==> src/rtl/bus_scheduler_if.sv <==
// Bus scheduler interface: groups the requester inputs and the scheduled bus
// outputs. The master modport is the scheduler; the slave modport is the
// requester/bus side that drives requests and observes the bus.
interface bus_scheduler_if #(
    parameter int ADDR_WIDTH = 17
);
    // CPU requester
    logic [ADDR_WIDTH-1:0] cpu_addr;
    logic                  cpu_rw_b;
    logic                  cpu_halt;
    // Video fetch requester
    logic [ADDR_WIDTH-1:0] video_addr;
    // SPI bridge requester
    logic                  spi_req;
    logic [ADDR_WIDTH-1:0] spi_addr;
    logic                  spi_rw_b;
    // Scheduled bus and completion signals
    logic [ADDR_WIDTH-1:0] bus_addr;
    logic                  bus_rw_b;
    logic                  bus_strobe;
    logic [1:0]            bus_owner;
    logic                  cpu_clk_en;
    logic                  video_load;
    logic                  spi_busy;
    logic                  spi_ack;

    modport master (
        input  cpu_addr, cpu_rw_b, cpu_halt, video_addr,
        input  spi_req, spi_addr, spi_rw_b,
        output bus_addr, bus_rw_b, bus_strobe, bus_owner,
        output cpu_clk_en, video_load, spi_busy, spi_ack
    );

    modport slave (
        output cpu_addr, cpu_rw_b, cpu_halt, video_addr,
        output spi_req, spi_addr, spi_rw_b,
        input  bus_addr, bus_rw_b, bus_strobe, bus_owner,
        input  cpu_clk_en, video_load, spi_busy, spi_ack
    );
endinterface

==> src/rtl/bus_scheduler.sv <==
// Time-slot scheduler for the shared system bus. A frame is three fixed
// slots (CPU, VIDEO, SPI) of SLOT_CYCLES clocks each. The slot owner is
// captured at cycle 0 and held for the whole slot; the strobe covers the
// middle cycles (the decoder registers its select one clock after the
// address) and the owner's completion pulse fires in the last cycle.
module bus_scheduler #(
    parameter int SLOT_CYCLES = 4,
    parameter int ADDR_WIDTH  = 17
) (
    input  logic           clk,
    input  logic           reset,
    bus_scheduler_if.master bus
);
    localparam int CW = (SLOT_CYCLES > 2) ? $clog2(SLOT_CYCLES) : 2;
    localparam logic [CW-1:0] CYC_FIRST    = CW'(0);
    localparam logic [CW-1:0] CYC_ONE      = CW'(1);
    localparam logic [CW-1:0] CYC_STB_LAST = CW'(SLOT_CYCLES - 2);
    localparam logic [CW-1:0] CYC_LAST     = CW'(SLOT_CYCLES - 1);

    localparam logic [1:0] OWN_IDLE  = 2'd0;
    localparam logic [1:0] OWN_CPU   = 2'd1;
    localparam logic [1:0] OWN_VIDEO = 2'd2;
    localparam logic [1:0] OWN_SPI   = 2'd3;

    typedef enum logic [1:0] {
        SLOT_CPU   = 2'd0,
        SLOT_VIDEO = 2'd1,
        SLOT_SPI   = 2'd2
    } slot_e;

    // slot_r/cyc_r name the position of the cycle that the next clock edge
    // enters; the output registers are loaded for that position so they are
    // valid during the cycle itself.
    slot_e                 slot_r;
    slot_e                 slot_nxt_s;
    logic [CW-1:0]         cyc_r;
    logic [CW-1:0]         cyc_nxt_s;

    logic                  spi_pending_r;
    logic [ADDR_WIDTH-1:0] spi_addr_r;
    logic                  spi_rw_b_r;
    logic                  spi_accept_s;
    logic                  spi_pending_nxt_s;
    logic                  spi_pending_now_s;
    logic [ADDR_WIDTH-1:0] spi_addr_now_s;
    logic                  spi_rw_b_now_s;

    logic [ADDR_WIDTH-1:0] bus_addr_r;
    logic [ADDR_WIDTH-1:0] bus_addr_nxt_s;
    logic                  bus_rw_b_r;
    logic                  bus_rw_b_nxt_s;
    logic [1:0]            bus_owner_r;
    logic [1:0]            bus_owner_nxt_s;
    logic                  bus_strobe_r;
    logic                  bus_strobe_nxt_s;
    logic                  cpu_clk_en_r;
    logic                  cpu_clk_en_nxt_s;
    logic                  video_load_r;
    logic                  video_load_nxt_s;
    logic                  spi_ack_r;
    logic                  spi_ack_nxt_s;
    logic                  last_cyc_s;

    // Slot/cycle state register.
    always_ff @(posedge clk or posedge reset) begin
        if (reset) begin
            slot_r <= SLOT_CPU;
            cyc_r  <= CYC_FIRST;
        end else begin
            slot_r <= slot_nxt_s;
            cyc_r  <= cyc_nxt_s;
        end
    end

    // Next slot/cycle: count through the slot, then step CPU -> VIDEO -> SPI.
    always_comb begin
        slot_nxt_s = slot_r;
        cyc_nxt_s  = cyc_r + CYC_ONE;
        if (cyc_r == CYC_LAST) begin
            cyc_nxt_s = CYC_FIRST;
            case (slot_r)
                SLOT_CPU:   slot_nxt_s = SLOT_VIDEO;
                SLOT_VIDEO: slot_nxt_s = SLOT_SPI;
                SLOT_SPI:   slot_nxt_s = SLOT_CPU;
                default:    slot_nxt_s = SLOT_CPU;
            endcase
        end else begin
            slot_nxt_s = slot_r;
        end
    end

    // SPI request acceptance; a request arriving on the SPI capture edge is
    // served in that slot, which keeps the worst case at 4*SLOT_CYCLES-1.
    always_comb begin
        spi_accept_s      = bus.spi_req & ~spi_pending_r;
        spi_pending_now_s = spi_pending_r | spi_accept_s;
        spi_pending_nxt_s = (spi_pending_r & ~spi_ack_r) | spi_accept_s;
        if (spi_accept_s) begin
            spi_addr_now_s = bus.spi_addr;
            spi_rw_b_now_s = bus.spi_rw_b;
        end else begin
            spi_addr_now_s = spi_addr_r;
            spi_rw_b_now_s = spi_rw_b_r;
        end
    end

    // SPI pending flag and latched request.
    always_ff @(posedge clk or posedge reset) begin
        if (reset) begin
            spi_pending_r <= 1'b0;
            spi_addr_r    <= '0;
            spi_rw_b_r    <= 1'b1;
        end else begin
            spi_pending_r <= spi_pending_nxt_s;
            spi_addr_r    <= spi_addr_now_s;
            spi_rw_b_r    <= spi_rw_b_now_s;
        end
    end

    // Owner capture at cycle 0, strobe for the middle cycles, completion
    // pulse for the slot owner in the last cycle.
    always_comb begin
        bus_addr_nxt_s  = bus_addr_r;
        bus_rw_b_nxt_s  = bus_rw_b_r;
        bus_owner_nxt_s = bus_owner_r;
        last_cyc_s      = (cyc_r == CYC_LAST);
        if (cyc_r == CYC_FIRST) begin
            case (slot_r)
                SLOT_CPU: begin
                    if (!bus.cpu_halt) begin
                        bus_addr_nxt_s  = bus.cpu_addr;
                        bus_rw_b_nxt_s  = bus.cpu_rw_b;
                        bus_owner_nxt_s = OWN_CPU;
                    end else begin
                        bus_rw_b_nxt_s  = 1'b1;
                        bus_owner_nxt_s = OWN_IDLE;
                    end
                end
                SLOT_VIDEO: begin
                    bus_addr_nxt_s  = bus.video_addr;
                    bus_rw_b_nxt_s  = 1'b1;
                    bus_owner_nxt_s = OWN_VIDEO;
                end
                SLOT_SPI: begin
                    if (spi_pending_now_s) begin
                        bus_addr_nxt_s  = spi_addr_now_s;
                        bus_rw_b_nxt_s  = spi_rw_b_now_s;
                        bus_owner_nxt_s = OWN_SPI;
                    end else begin
                        bus_rw_b_nxt_s  = 1'b1;
                        bus_owner_nxt_s = OWN_IDLE;
                    end
                end
                default: begin
                    bus_rw_b_nxt_s  = 1'b1;
                    bus_owner_nxt_s = OWN_IDLE;
                end
            endcase
        end else begin
            bus_owner_nxt_s = bus_owner_r;
        end
        bus_strobe_nxt_s = (cyc_r != CYC_FIRST) && (cyc_r <= CYC_STB_LAST) &&
                           (bus_owner_r != OWN_IDLE);
        cpu_clk_en_nxt_s = last_cyc_s && (bus_owner_r == OWN_CPU);
        video_load_nxt_s = last_cyc_s && (bus_owner_r == OWN_VIDEO);
        spi_ack_nxt_s    = last_cyc_s && (bus_owner_r == OWN_SPI);
    end

    // Registered bus and pulse outputs.
    always_ff @(posedge clk or posedge reset) begin
        if (reset) begin
            bus_addr_r   <= '0;
            bus_rw_b_r   <= 1'b1;
            bus_owner_r  <= OWN_IDLE;
            bus_strobe_r <= 1'b0;
            cpu_clk_en_r <= 1'b0;
            video_load_r <= 1'b0;
            spi_ack_r    <= 1'b0;
        end else begin
            bus_addr_r   <= bus_addr_nxt_s;
            bus_rw_b_r   <= bus_rw_b_nxt_s;
            bus_owner_r  <= bus_owner_nxt_s;
            bus_strobe_r <= bus_strobe_nxt_s;
            cpu_clk_en_r <= cpu_clk_en_nxt_s;
            video_load_r <= video_load_nxt_s;
            spi_ack_r    <= spi_ack_nxt_s;
        end
    end

    assign bus.bus_addr   = bus_addr_r;
    assign bus.bus_rw_b   = bus_rw_b_r;
    assign bus.bus_owner  = bus_owner_r;
    assign bus.bus_strobe = bus_strobe_r;
    assign bus.cpu_clk_en = cpu_clk_en_r;
    assign bus.video_load = video_load_r;
    assign bus.spi_ack    = spi_ack_r;
    assign bus.spi_busy   = spi_pending_r;
endmodule

==> src/flat_wrapper.sv <==
// flat-port wrapper written by rule: the top's interface ports become plain ports
module bus_scheduler_flat 
#(
    parameter int SLOT_CYCLES = 4,
    parameter int ADDR_WIDTH  = 17
)
  (clk, reset, bus_cpu_addr, bus_cpu_rw_b, bus_cpu_halt, bus_video_addr, bus_spi_req, bus_spi_addr, bus_spi_rw_b, bus_bus_addr, bus_bus_rw_b, bus_bus_strobe, bus_bus_owner, bus_cpu_clk_en, bus_video_load, bus_spi_busy, bus_spi_ack);
  bus_scheduler_if #(.ADDR_WIDTH(ADDR_WIDTH)) bus_i ();
  input  logic clk;
  input  logic reset;
  input wire logic [$bits(bus_i.cpu_addr)-1:0] bus_cpu_addr;
  input wire logic [$bits(bus_i.cpu_rw_b)-1:0] bus_cpu_rw_b;
  input wire logic [$bits(bus_i.cpu_halt)-1:0] bus_cpu_halt;
  input wire logic [$bits(bus_i.video_addr)-1:0] bus_video_addr;
  input wire logic [$bits(bus_i.spi_req)-1:0] bus_spi_req;
  input wire logic [$bits(bus_i.spi_addr)-1:0] bus_spi_addr;
  input wire logic [$bits(bus_i.spi_rw_b)-1:0] bus_spi_rw_b;
  output wire logic [$bits(bus_i.bus_addr)-1:0] bus_bus_addr;
  output wire logic [$bits(bus_i.bus_rw_b)-1:0] bus_bus_rw_b;
  output wire logic [$bits(bus_i.bus_strobe)-1:0] bus_bus_strobe;
  output wire logic [$bits(bus_i.bus_owner)-1:0] bus_bus_owner;
  output wire logic [$bits(bus_i.cpu_clk_en)-1:0] bus_cpu_clk_en;
  output wire logic [$bits(bus_i.video_load)-1:0] bus_video_load;
  output wire logic [$bits(bus_i.spi_busy)-1:0] bus_spi_busy;
  output wire logic [$bits(bus_i.spi_ack)-1:0] bus_spi_ack;
  assign bus_i.cpu_addr = bus_cpu_addr;
  assign bus_i.cpu_rw_b = bus_cpu_rw_b;
  assign bus_i.cpu_halt = bus_cpu_halt;
  assign bus_i.video_addr = bus_video_addr;
  assign bus_i.spi_req = bus_spi_req;
  assign bus_i.spi_addr = bus_spi_addr;
  assign bus_i.spi_rw_b = bus_spi_rw_b;
  assign bus_bus_addr = bus_i.bus_addr;
  assign bus_bus_rw_b = bus_i.bus_rw_b;
  assign bus_bus_strobe = bus_i.bus_strobe;
  assign bus_bus_owner = bus_i.bus_owner;
  assign bus_cpu_clk_en = bus_i.cpu_clk_en;
  assign bus_video_load = bus_i.video_load;
  assign bus_spi_busy = bus_i.spi_busy;
  assign bus_spi_ack = bus_i.spi_ack;
  bus_scheduler #(.SLOT_CYCLES(SLOT_CYCLES), .ADDR_WIDTH(ADDR_WIDTH)) u_core (.clk(clk), .reset(reset), .bus(bus_i));
endmodule
==> config.mk <==
export PLATFORM = sky130hd
export DESIGN_NAME = bus_scheduler_flat
export DESIGN_NICKNAME = d
export VERILOG_FILES = /design/src/rtl/bus_scheduler_if.sv /design/src/rtl/bus_scheduler.sv /design/src/flat_wrapper.sv
export SDC_FILE = /design/constraint.sdc
export NUM_CORES = 1
export LEC_CHECK = 0
export CAP_MARGIN = 20
export CORE_AREA = 4 4 71 73
export DETAILED_ROUTE_END_ITERATION = 10
export DIE_AREA = 0 0 75 77
export DONT_BUFFER_PORTS = 1
export PLACE_DENSITY = 0.71
export SLEW_MARGIN = 20
export SYNTH_ARGS = -nofsm -noshare
export SYNTH_HDL_FRONTEND = slang
export SYNTH_SLANG_ARGS = --single-unit
==> constraint.sdc <==
create_clock -name clk -period 1.66 [get_ports clk]
set_input_delay 0.498 -clock clk [delete_from_list [all_inputs] [get_ports clk]]
set_output_delay 0.498 -clock clk [all_outputs]
set_load 0.02 [all_outputs]
==> results of run 1 <==
## power groups by stage
stage / clock [mW] / combinational (mW) / sequential (mW)
after floorplan: 0 / 0.198 / 1.40
after global placement: 0 / 0.222 / 1.41
after detailed placement: 0 / 0.232 / 1.42
after CTS: 0.678 / 0.232 / 1.39
after global routing: 0.732 / 0.328 / 1.42
final: 0.651 / 0.296 / 1.40
## how the worst min path moves through the flow
| stage | startpoint | slack (ps) | endpoint | cells past startpoint |
|---|---|---|---|---|
| 2_1_floorplan | u_core.cyc_r[0] | 430 | u_core.cyc_r[0] | 1 |
| 3_3_place_gp | reset | 410 | u_core.slot_r[1] | 1 |
| 3_5_place_dp | reset | 410 | u_core.slot_r[1] | 1 |
| 4_1_cts | reset | 90 | u_core.slot_r[1] | 1 |
| 5_1_grt | reset | 110 | u_core.slot_r[1] | 1 |
| 6_report | reset | 90 | u_core.slot_r[1] | 1 |
## cells in the final DEF (no fill, tap or decap), drive strengths merged
| cell type | netlist | final |
|---|---|---|
| nand2 | 54 | 54 |
| dfrtp | 45 | 45 |
| nor2 | 22 | 22 |
| a21oi | 20 | 20 |
| mux2 | 18 | 18 |
| o31ai | 17 | 17 |
| buf | 7 | 17 |
| clkbuf | 7 | 10 |
| inv | 8 | 8 |
| ha | 7 | 7 |
| o21ai | 4 | 4 |
| o21a | 2 | 2 |
| and3 | 2 | 2 |
| dfstp | 2 | 2 |
| nand2b | 2 | 2 |
| a221o | 1 | 1 |
| o221ai | 1 | 1 |
| o2111ai | 1 | 1 |
| a21boi | 1 | 1 |
| o22ai | 1 | 1 |
| clkinv | 0 | 1 |
## metal layers
layer  routed length (um)  GRT usage  vias to the layer above
li1                     -          -                      777
met4                   27    0.04270                        0
met5                    0          0                        -
met2                 2739     0.2596                       41
met1                 2050     0.2015                      791
met3                  516    0.08105                        2
## cells by family after synthesis
group                      after synthesis
and+or+nand+nor                         80
adders and majority gates                7
DFF                                     47
muxes                                   18
AOI/OAI and AO/OA                       48
buffers and inverters                   22
## final cells by class
class | count | area (sq um)
repair buffers | 20 | 271.5
clock inverters | 1 | 5.005
clock buffers | 7 | 76.32
flip-flops and latches | 47 | 1179
inverters | 8 | 30.03
fillers | 328 | 1448
multi-input cells | 153 | 1280
well taps | 52 | 65.06
## sequential cells by signal (all words and copies together) (netlist names)
register and count:
u_core.bus.bus_addr 17, u_core.bus.bus_owner 2, u_core.bus.bus_rw_b 1, u_core.bus.bus_strobe 1, u_core.bus.cpu_clk_en 1, u_core.bus.spi_ack 1
u_core.bus.spi_busy 1, u_core.bus.video_load 1, u_core.cyc_r 2, u_core.slot_r 2, u_core.spi_addr_r 17, u_core.spi_rw_b_r 1
## through the flow
stage | TNS (ps) | cell area (sq um) | hold WS [ps]
6_report | 0 | 2907 | 87.82
4_1_cts | 0 | 2527 | 93.20
3_5_place_dp | 0 | 2446 | 414.5
2_1_floorplan | 0 | 2335 | 432.2
5_1_grt | -406.1 | 2907 | 108.4
3_3_place_gp | 0 | 2446 | 412.0
## repair_timing
| item | in CTS | in global routing |
|---|---|---|
| resized for setup | 0 | 52 |
| buffers inserted | 0 | 2 |
| setup endpoints to repair | 0 | 19 |
==> results.cfg, run 1 <==
[synth]
syn_area_sq_um = 2335
avgSynthCellArea_sq_um = 10.52
yosysUniqueCellTypes = 25
yosysMostFrequentCell = nand2_1
yosys.area_share.simple = 0.1329
synthMuxAreaShare = 0.09968
synth_commonest_cells = 54 x nand2_1, 45 x dfrtp_1, 22 x nor2_1
synth_top_family_by_area = compound AO/OA/AOI/OAI gates
synthXorXnorAreaFrac = 0
synth_largest_area_cell = dfrtp_1
synth_seq_area_share = 0.5048
synth_compound_area_frac = 0.1688
synth.net_count = 286
netlist_instances = 222
synth_fa_ha_area_frac = 0.03751
synth_area_leaders = dfrtp_1 48%, nand2_1 8.7%, o31ai_2 6.4%
yosys_register_bits = 47
synth_top_area_share = 0.4823
ys.flop_type = dfrtp_1
synth_edf_count = 0
yosysWarnings = 0
async_flop_share = 1.000

[sta]
hold_viol = 0
post-route-period-util = 0.9848
worst_slack_ps = 25.24
rsz0062_at_grt = true
worst_pin_slew_ps = 437.5
setup_violations = 0
timing.fmax_mhz = 611.7
drv_slew = 0
worst_clock_skew_ps = 3.348
fin_crit_ps = 1635
relSlewSlack = 0.7079

[power_and_ir_drop]
seqPwrFrac = 0.597
power.density_nw_per_um2 = 807.7
power.internal_mw = 1.716
peakVddDrop_uv = 390.3
clkPwrFrac = 0.277
power.switching_mw = 0.6316
combPwrFrac = 0.126
swShare = 0.2691
p_leak_nw = 1.223
p_total_mw = 2.348

[global_route]
grtUsageTotal = 0.1658
grt-ovfl-total = 0
grt_max_degree = 35
grt_first_pass_wirelength_um = 7314
antenna_found_initial = 0
grt_pass1_vias = 1505

[cells_and_area]
area_delta_synth_final_pct = 24.49
layout-drive-gt1-share = 0.4110
nNetsFinal = 299
final_cells = 288
final_util = 0.6675
num_antenna_cells = 0

[setup_path]
startpoint = u_core.slot_r[0]
cpLargestDelayFamily = compound AO/OA/AOI/OAI gates
r2r_end = u_core.bus.bus_addr[13]
critPathLaunchType = flip-flop
critPathArrivalTime_ps = 1840
cp-end-kind = flip-flop
path_depth = 5
crit_required_ps = 1860
max_stage_delay_ps = 420
critPathCapture = u_core.bus.bus_addr[13]
rr_worst_depth = 5
cp.buffers_inverters = 1
r2r_slack_ps = 30
crit_type = flip-flop to flip-flop
crit_chain = ha_2, nand2b_4, a221o_4, clkbuf_16, o31ai_4
cp_max_fo = 8
crit-reg2reg-launch = u_core.slot_r[0]
critical_path.slowest_cell = dfrtp_1

[placement]
io_buffers = 0
gp_congestion = 0.7943
dp_hpwl_um = 3473
dpl_worst_slack_ps = 39.84
dp_cells = 273

[run]
drv_cap = 0

[floorplan]
start_util = 0.5362
dieArea_sq_um = 5775
core_area_sq_um = 4354
pin_count = 82
rows = 24
die_y_um = 77
die_w_um = 75

[detailed_routing]
remaining_drc_errors = 0
routedWlPerCell_um = 18.52
postRouteAntennaNets = 0
drtIter0Drc = 70
vias = 1611
dr.pass1.iters = 4
drt_wl_total_um = 5333
via_per_inst = 5.594

[clock_network]
cts_max_path_buffers = 2
cts.sinks = 47
clock-root-buffer = clkbuf_8
htree_levels = 2
cts_tree = built
cts_buffers = 5
worst_skew_pair.late_latency_ps = 290
path_clk_slew_ps = 80
ctsHoldBuffers = 0

[run_status]
status = finished clean

[worst_hold_path]
hp-class = input pin to async pin
(Power assumes the default switching activity.)
==> run 2, diff against run 1 <==
--- a/config.mk
+++ b/config.mk
@@ -5,10 +5,12 @@
 export SDC_FILE = /design/constraint.sdc
 export NUM_CORES = 1
 export LEC_CHECK = 0
+export ABC_CLOCK_PERIOD_IN_PS = 1660
 export CAP_MARGIN = 20
-export CORE_AREA = 4 4 71 73
+export CORE_AREA = 2 2 69 71
+export CTS_BUF_LIST = sky130_fd_sc_hd__clkbuf_16
 export DETAILED_ROUTE_END_ITERATION = 10
-export DIE_AREA = 0 0 75 77
+export DIE_AREA = 0 0 71 73
 export DONT_BUFFER_PORTS = 1
 export PLACE_DENSITY = 0.71
 export SLEW_MARGIN = 20
==> run 2 against run 1 <==
  * Clock skew up 2.2 ps
  * Non-clock buffer count down 5
  * Via count down 4.5%
  * Count of clock-buffer cells in the layout down 2
  * Sequential share of layout area up 3.2 points
  * Global-route usage up 1.9 points
  * Power up 24%
  * First-iteration DRC count up 59%
  * Register-to-register slack better by 20 ps
  * Critical path depth up 3
  * Final area down 7.4%
  * Largest power group unchanged
  * Highest routed layer unchanged
==> results.cfg, run 2 (same netlist as run 1, synthesis figures left out) <==
[floorplan]
pin_count = 82
start_util = 0.5148
dieArea_sq_um = 5183
rows = 25
die_y_um = 73
die_w_um = 71
core_area_sq_um = 4536

[power_and_ir_drop]
power.density_nw_per_um2 = 1081
peakVddDrop_uv = 598.1
p_total_mw = 2.908
seqPwrFrac = 0.480
p_leak_nw = 1.191
combPwrFrac = 0.081
swShare = 0.2250
clkPwrFrac = 0.440
power.internal_mw = 2.254
power.switching_mw = 0.6545

[sta]
rsz0062_at_grt = true
worst_pin_slew_ps = 354.4
worst_clock_skew_ps = 5.571
timing.fmax_mhz = 619.0
finalHoldWorstSlack_ps = 123.1
worst_slack_ps = 44.40
drv_slew = 0
relSlewSlack = 0.7638
fin_tns_setup_ps = 0
fin_crit_ps = 1616
hold_viol = 0
post-route-period-util = 0.9733
setup_violations = 0

[cells_and_area]
area_delta_synth_final_pct = 15.27
final_cell_mix = 54 x nand2_1, 45 x dfrtp_1, 22 x nor2_1
final_common_cell = nand2_1
nFillCells = 377
fin_area_sq_um = 2691
final_cells = 285
nNetsFinal = 294
num_antenna_cells = 0
layout-drive-gt1-share = 0.2900
final_util = 0.5934

[detailed_routing]
drt_wl_total_um = 4647
remaining_drc_errors = 0
dr.pass1.iters = 4
vias = 1539
drtIter0Drc = 111
postRouteAntennaNets = 0
routedWlPerCell_um = 16.31
via_per_inst = 5.400

[clock_network]
cts_max_path_buffers = 2
htree_levels = 2
cts_buffers = 5
clock-root-buffer = clkbuf_16
worst_skew_pair.late_latency_ps = 280
cts_tree = built
cts.sinks = 47
path_clk_slew_ps = 60

[setup_path]
cp.buffers_inverters = 3
max_stage_delay_ps = 410
cpLargestDelayFamily = buffers and inverters
crit_required_ps = 1820
cp_max_fo = 17
critPathArrivalTime_ps = 1780
critPathLaunchType = flip-flop
crit_type = flip-flop to flip-flop
cp-end-kind = flip-flop
critical_path.slowest_cell = dfrtp_1
crit_chain = buf_4, buf_4, ha_1, buf_12, nand2_1, nand2_1, a21oi_1, o31ai_4

[placement]
gp_congestion = 0.7848
dp_hpwl_um = 3376
place_area_sq_um = 2441
dp_cells = 274
dpl_worst_slack_ps = -48.21
io_buffers = 0

[run]
drv_cap = 0

[global_route]
grt_max_degree = 35
grt-ovfl-total = 0
grt_pass1_vias = 1539
grtUsageTotal = 0.1843
grt_first_pass_wirelength_um = 7245
antenna_found_initial = 0

[run_status]
status = finished clean

[worst_hold_path]
hp-class = input pin to async pin
==> run 2: cell count changes in the layout (fill, tap and decap cells not counted), moves of 5 or more <==
cell,before,now
clkbuf_8,5,0
nand2_1,41,54
nand2_2,11,0
o31ai_2,1,12
o31ai_4,16,2
==> run 2: routing by layer <==
layer | global-route usage | wire (um) | vias up
li1 | - | - | 764
met1 | 0.2039 | 1894 | 732
met2 | 0.3198 | 2305 | 38
met3 | 0.07873 | 391 | 5
met4 | 0.06289 | 55 | 0
met5 | 0 | 0 | -
==> run 2: what timing repair did <==
| action | in CTS | in global routing |
|---|---|---|
| setup endpoints to repair | 3 | 15 |
| setup buffers | 2 | 1 |
| resized for setup | 0 | 6 |
| hold buffers | 0 | 0 |
| endpoints found under the hold margin | 0 | 0 |
==> run 2: area by class of cell <==
cell class,count,area [sq um],area share
Multi-Input combinational cell,153,1056,0.3924
Timing Repair Buffer,15,166.4,0.06183
Clock inverter,3,67.56,0.02510
Tap cell,54,67.56,0.02510
Sequential cell,47,1179,0.4379
Clock buffer,5,125.1,0.04649
Inverter,8,30.03,0.01116
==> run 2: final timing paths <==
path	slack, ps	cells past startpoint	start	end
worst max-delay path	40	8	u_core.slot_r[0]	u_core.bus.bus_addr[0]
worst min-delay path	120	2	reset	u_core.bus.bus_addr[0]
worst max register to register	40	8	u_core.slot_r[0]	u_core.bus.bus_addr[0]
worst min register to register	460	1	u_core.cyc_r[0]	u_core.cyc_r[0]
max in group asynchronous	1230	2	reset	u_core.bus.bus_addr[2]
min in group clk	360	1	bus_spi_rw_b	u_core.spi_rw_b_r
==> run 2: power by group through the flow <==
stage	Sequential [mW]	Combinational, mW	Clock, mW
final	1.40	0.235	1.28
after global routing	1.41	0.264	1.35
after CTS	1.40	0.231	1.31
after detailed placement	1.42	0.231	0
after global placement	1.41	0.222	0
after floorplan	1.40	0.198	0
==> run 3, diff against run 2 <==
--- a/config.mk
+++ b/config.mk
@@ -7,10 +7,10 @@
 export LEC_CHECK = 0
 export ABC_CLOCK_PERIOD_IN_PS = 1660
 export CAP_MARGIN = 20
-export CORE_AREA = 2 2 69 71
+export CORE_AREA = 4 4 71 73
 export CTS_BUF_LIST = sky130_fd_sc_hd__clkbuf_16
 export DETAILED_ROUTE_END_ITERATION = 10
-export DIE_AREA = 0 0 71 73
+export DIE_AREA = 0 0 75 77
 export DONT_BUFFER_PORTS = 1
 export PLACE_DENSITY = 0.71
 export SLEW_MARGIN = 20
==> run 3 against run 2 <==
  * Non-clock buffer count increased by 1
  * Cell count down 0.35%
  * Sequential share of layout area down 0.68 points
  * Clock skew decreased by 3.3 ps
  * Largest cell class unchanged
==> results.cfg, run 3 (same netlist as run 1, synthesis figures left out) <==
[floorplan]
die_w_um = 75
start_util = 0.5362
die_y_um = 77
rows = 24
dieArea_sq_um = 5775
pin_count = 82
core_area_sq_um = 4354

[detailed_routing]
remaining_drc_errors = 0
vias = 1558
dr.pass1.iters = 4
routedWlPerCell_um = 17.63
drtIter0Drc = 58
via_per_inst = 5.486
drt_wl_total_um = 5008
postRouteAntennaNets = 0

[power_and_ir_drop]
power.internal_mw = 1.941
p_leak_nw = 1.207
clkPwrFrac = 0.359
power.switching_mw = 0.6213
seqPwrFrac = 0.544
power.density_nw_per_um2 = 937.4
swShare = 0.2424
peakVddDrop_uv = 546.2
combPwrFrac = 0.097

[placement]
place_area_sq_um = 2446
dp_hpwl_um = 3473
io_buffers = 0
dp_cells = 273
gp_congestion = 0.7943
dpl_worst_slack_ps = 39.84

[run]
drv_cap = 0

[global_route]
busiest_layer = met2
grtUsageTotal = 0.1649
grt_max_degree = 35
grt_pass1_vias = 1508
antenna_found_initial = 0
grt-ovfl-total = 0
grt_use_met2 = 0.2622
grt_first_pass_wirelength_um = 7327
met1_usage = 0.1988
met3_usage = 0.07712

[cells_and_area]
nNetsFinal = 295
final_cell_mix = 54 x nand2_1, 45 x dfrtp_1, 22 x nor2_1
layout-drive-gt1-share = 0.3233
num_antenna_cells = 0
final_cells = 284
fin_area_sq_um = 2734
final_util = 0.6279
area_delta_synth_final_pct = 17.10
final_common_cell = nand2_1
nFillCells = 345

[clock_network]
cts.sinks = 47
htree_levels = 2
worst_skew_pair.late_latency_ps = 280
clock-root-buffer = clkbuf_16
cts_tree = built
ctsHoldBuffers = 0
cts_buffers = 5
cts_max_path_buffers = 2
path_clk_slew_ps = 60

[sta]
drv_slew = 0
timing.fmax_mhz = 614.1
hold_viol = 0
post-route-period-util = 0.9810
fin_crit_ps = 1628
relSlewSlack = 0.7090
worst_pin_slew_ps = 435.8
worst_slack_ps = 31.51
rsz0062_at_grt = true
setup_violations = 0
worst_clock_skew_ps = 2.251

[worst_hold_path]
hp-class = input pin to async pin

[setup_path]
crit_required_ps = 1850
r2r_end = u_core.bus.bus_addr[8]
crit_type = flip-flop to flip-flop
r2r_slack_ps = 30
cp_max_fo = 8
cp-end-kind = flip-flop
rr_worst_depth = 5
critPathArrivalTime_ps = 1820
crit-reg2reg-launch = u_core.slot_r[0]
critPathLaunchType = flip-flop

[run_status]
status = finished clean
[run 3: repair_timing]
item	CTS	global route
setup buffers	0	1
resized for setup	0	18
endpoints found under the setup margin	0	19
endpoints found under the hold margin	0	0
[run 3: power groups by stage]
stage	clock (mW)	sequential, mW	combinational [mW]
after floorplan	0	1.40	0.198
after global placement	0	1.41	0.222
after detailed placement	0	1.42	0.232
after CTS	0.951	1.40	0.232
after global routing	1.01	1.41	0.278
final	0.921	1.39	0.248
[run 3: worst max path at each step]
| stage | endpoint | cells after the start | start | slack (ps) |
|---|---|---|---|---|
| after floorplan | u_core.bus.bus_addr[11] | 7 | u_core.slot_r[0] | 30 |
| after global placement | u_core.bus.bus_addr[14] | 5 | u_core.slot_r[0] | 120 |
| after detailed placement | u_core.bus.bus_addr[1] | 5 | u_core.slot_r[0] | 40 |
| after CTS | u_core.bus.bus_addr[1] | 5 | u_core.slot_r[0] | 20 |
| after global routing | u_core.bus.bus_addr[13] | 8 | u_core.slot_r[0] | -70 |
| final | u_core.bus.bus_addr[8] | 5 | u_core.slot_r[0] | 30 |
[run 3: cell type report]
class / instances / area, sq um / share of cell area
Clock inverter: 3 / 12.51 / 0.004577
Tap cell: 52 / 65.06 / 0.02380
Sequential cell: 47 / 1179 / 0.4311
Inverter: 8 / 30.03 / 0.01098
Clock buffer: 5 / 125.1 / 0.04577
Multi-Input combinational cell: 153 / 1114 / 0.4073
Timing Repair Buffer: 16 / 209.0 / 0.07643
[run 3: through the flow]
| stage | total power, mW | hold WS (ps) | TNS [ps] |
|---|---|---|---|
| final | 2.563 | 102.4 | 0 |
| after global routing | 2.694 | 135.2 | -539.8 |
| after CTS | 2.580 | 115.3 | 0 |
| after detailed placement | 1.648 | 414.5 | 0 |
| after global placement | 1.635 | 412.0 | 0 |
| after floorplan | 1.595 | 432.2 | 0 |
[run 3: metal layers]
metal	up-vias	wire [um]
li1	771	-
met1	741	1958
met2	44	2495
met3	2	525
met4	0	27
met5	-	0
[run 3: critical path, stage by stage, from the launching register on]
cell and delay (ps):
dfrtp_1 420, ha_2 180, nand2b_4 130, a221o_2 380, clkbuf_16 210, o31ai_4 230
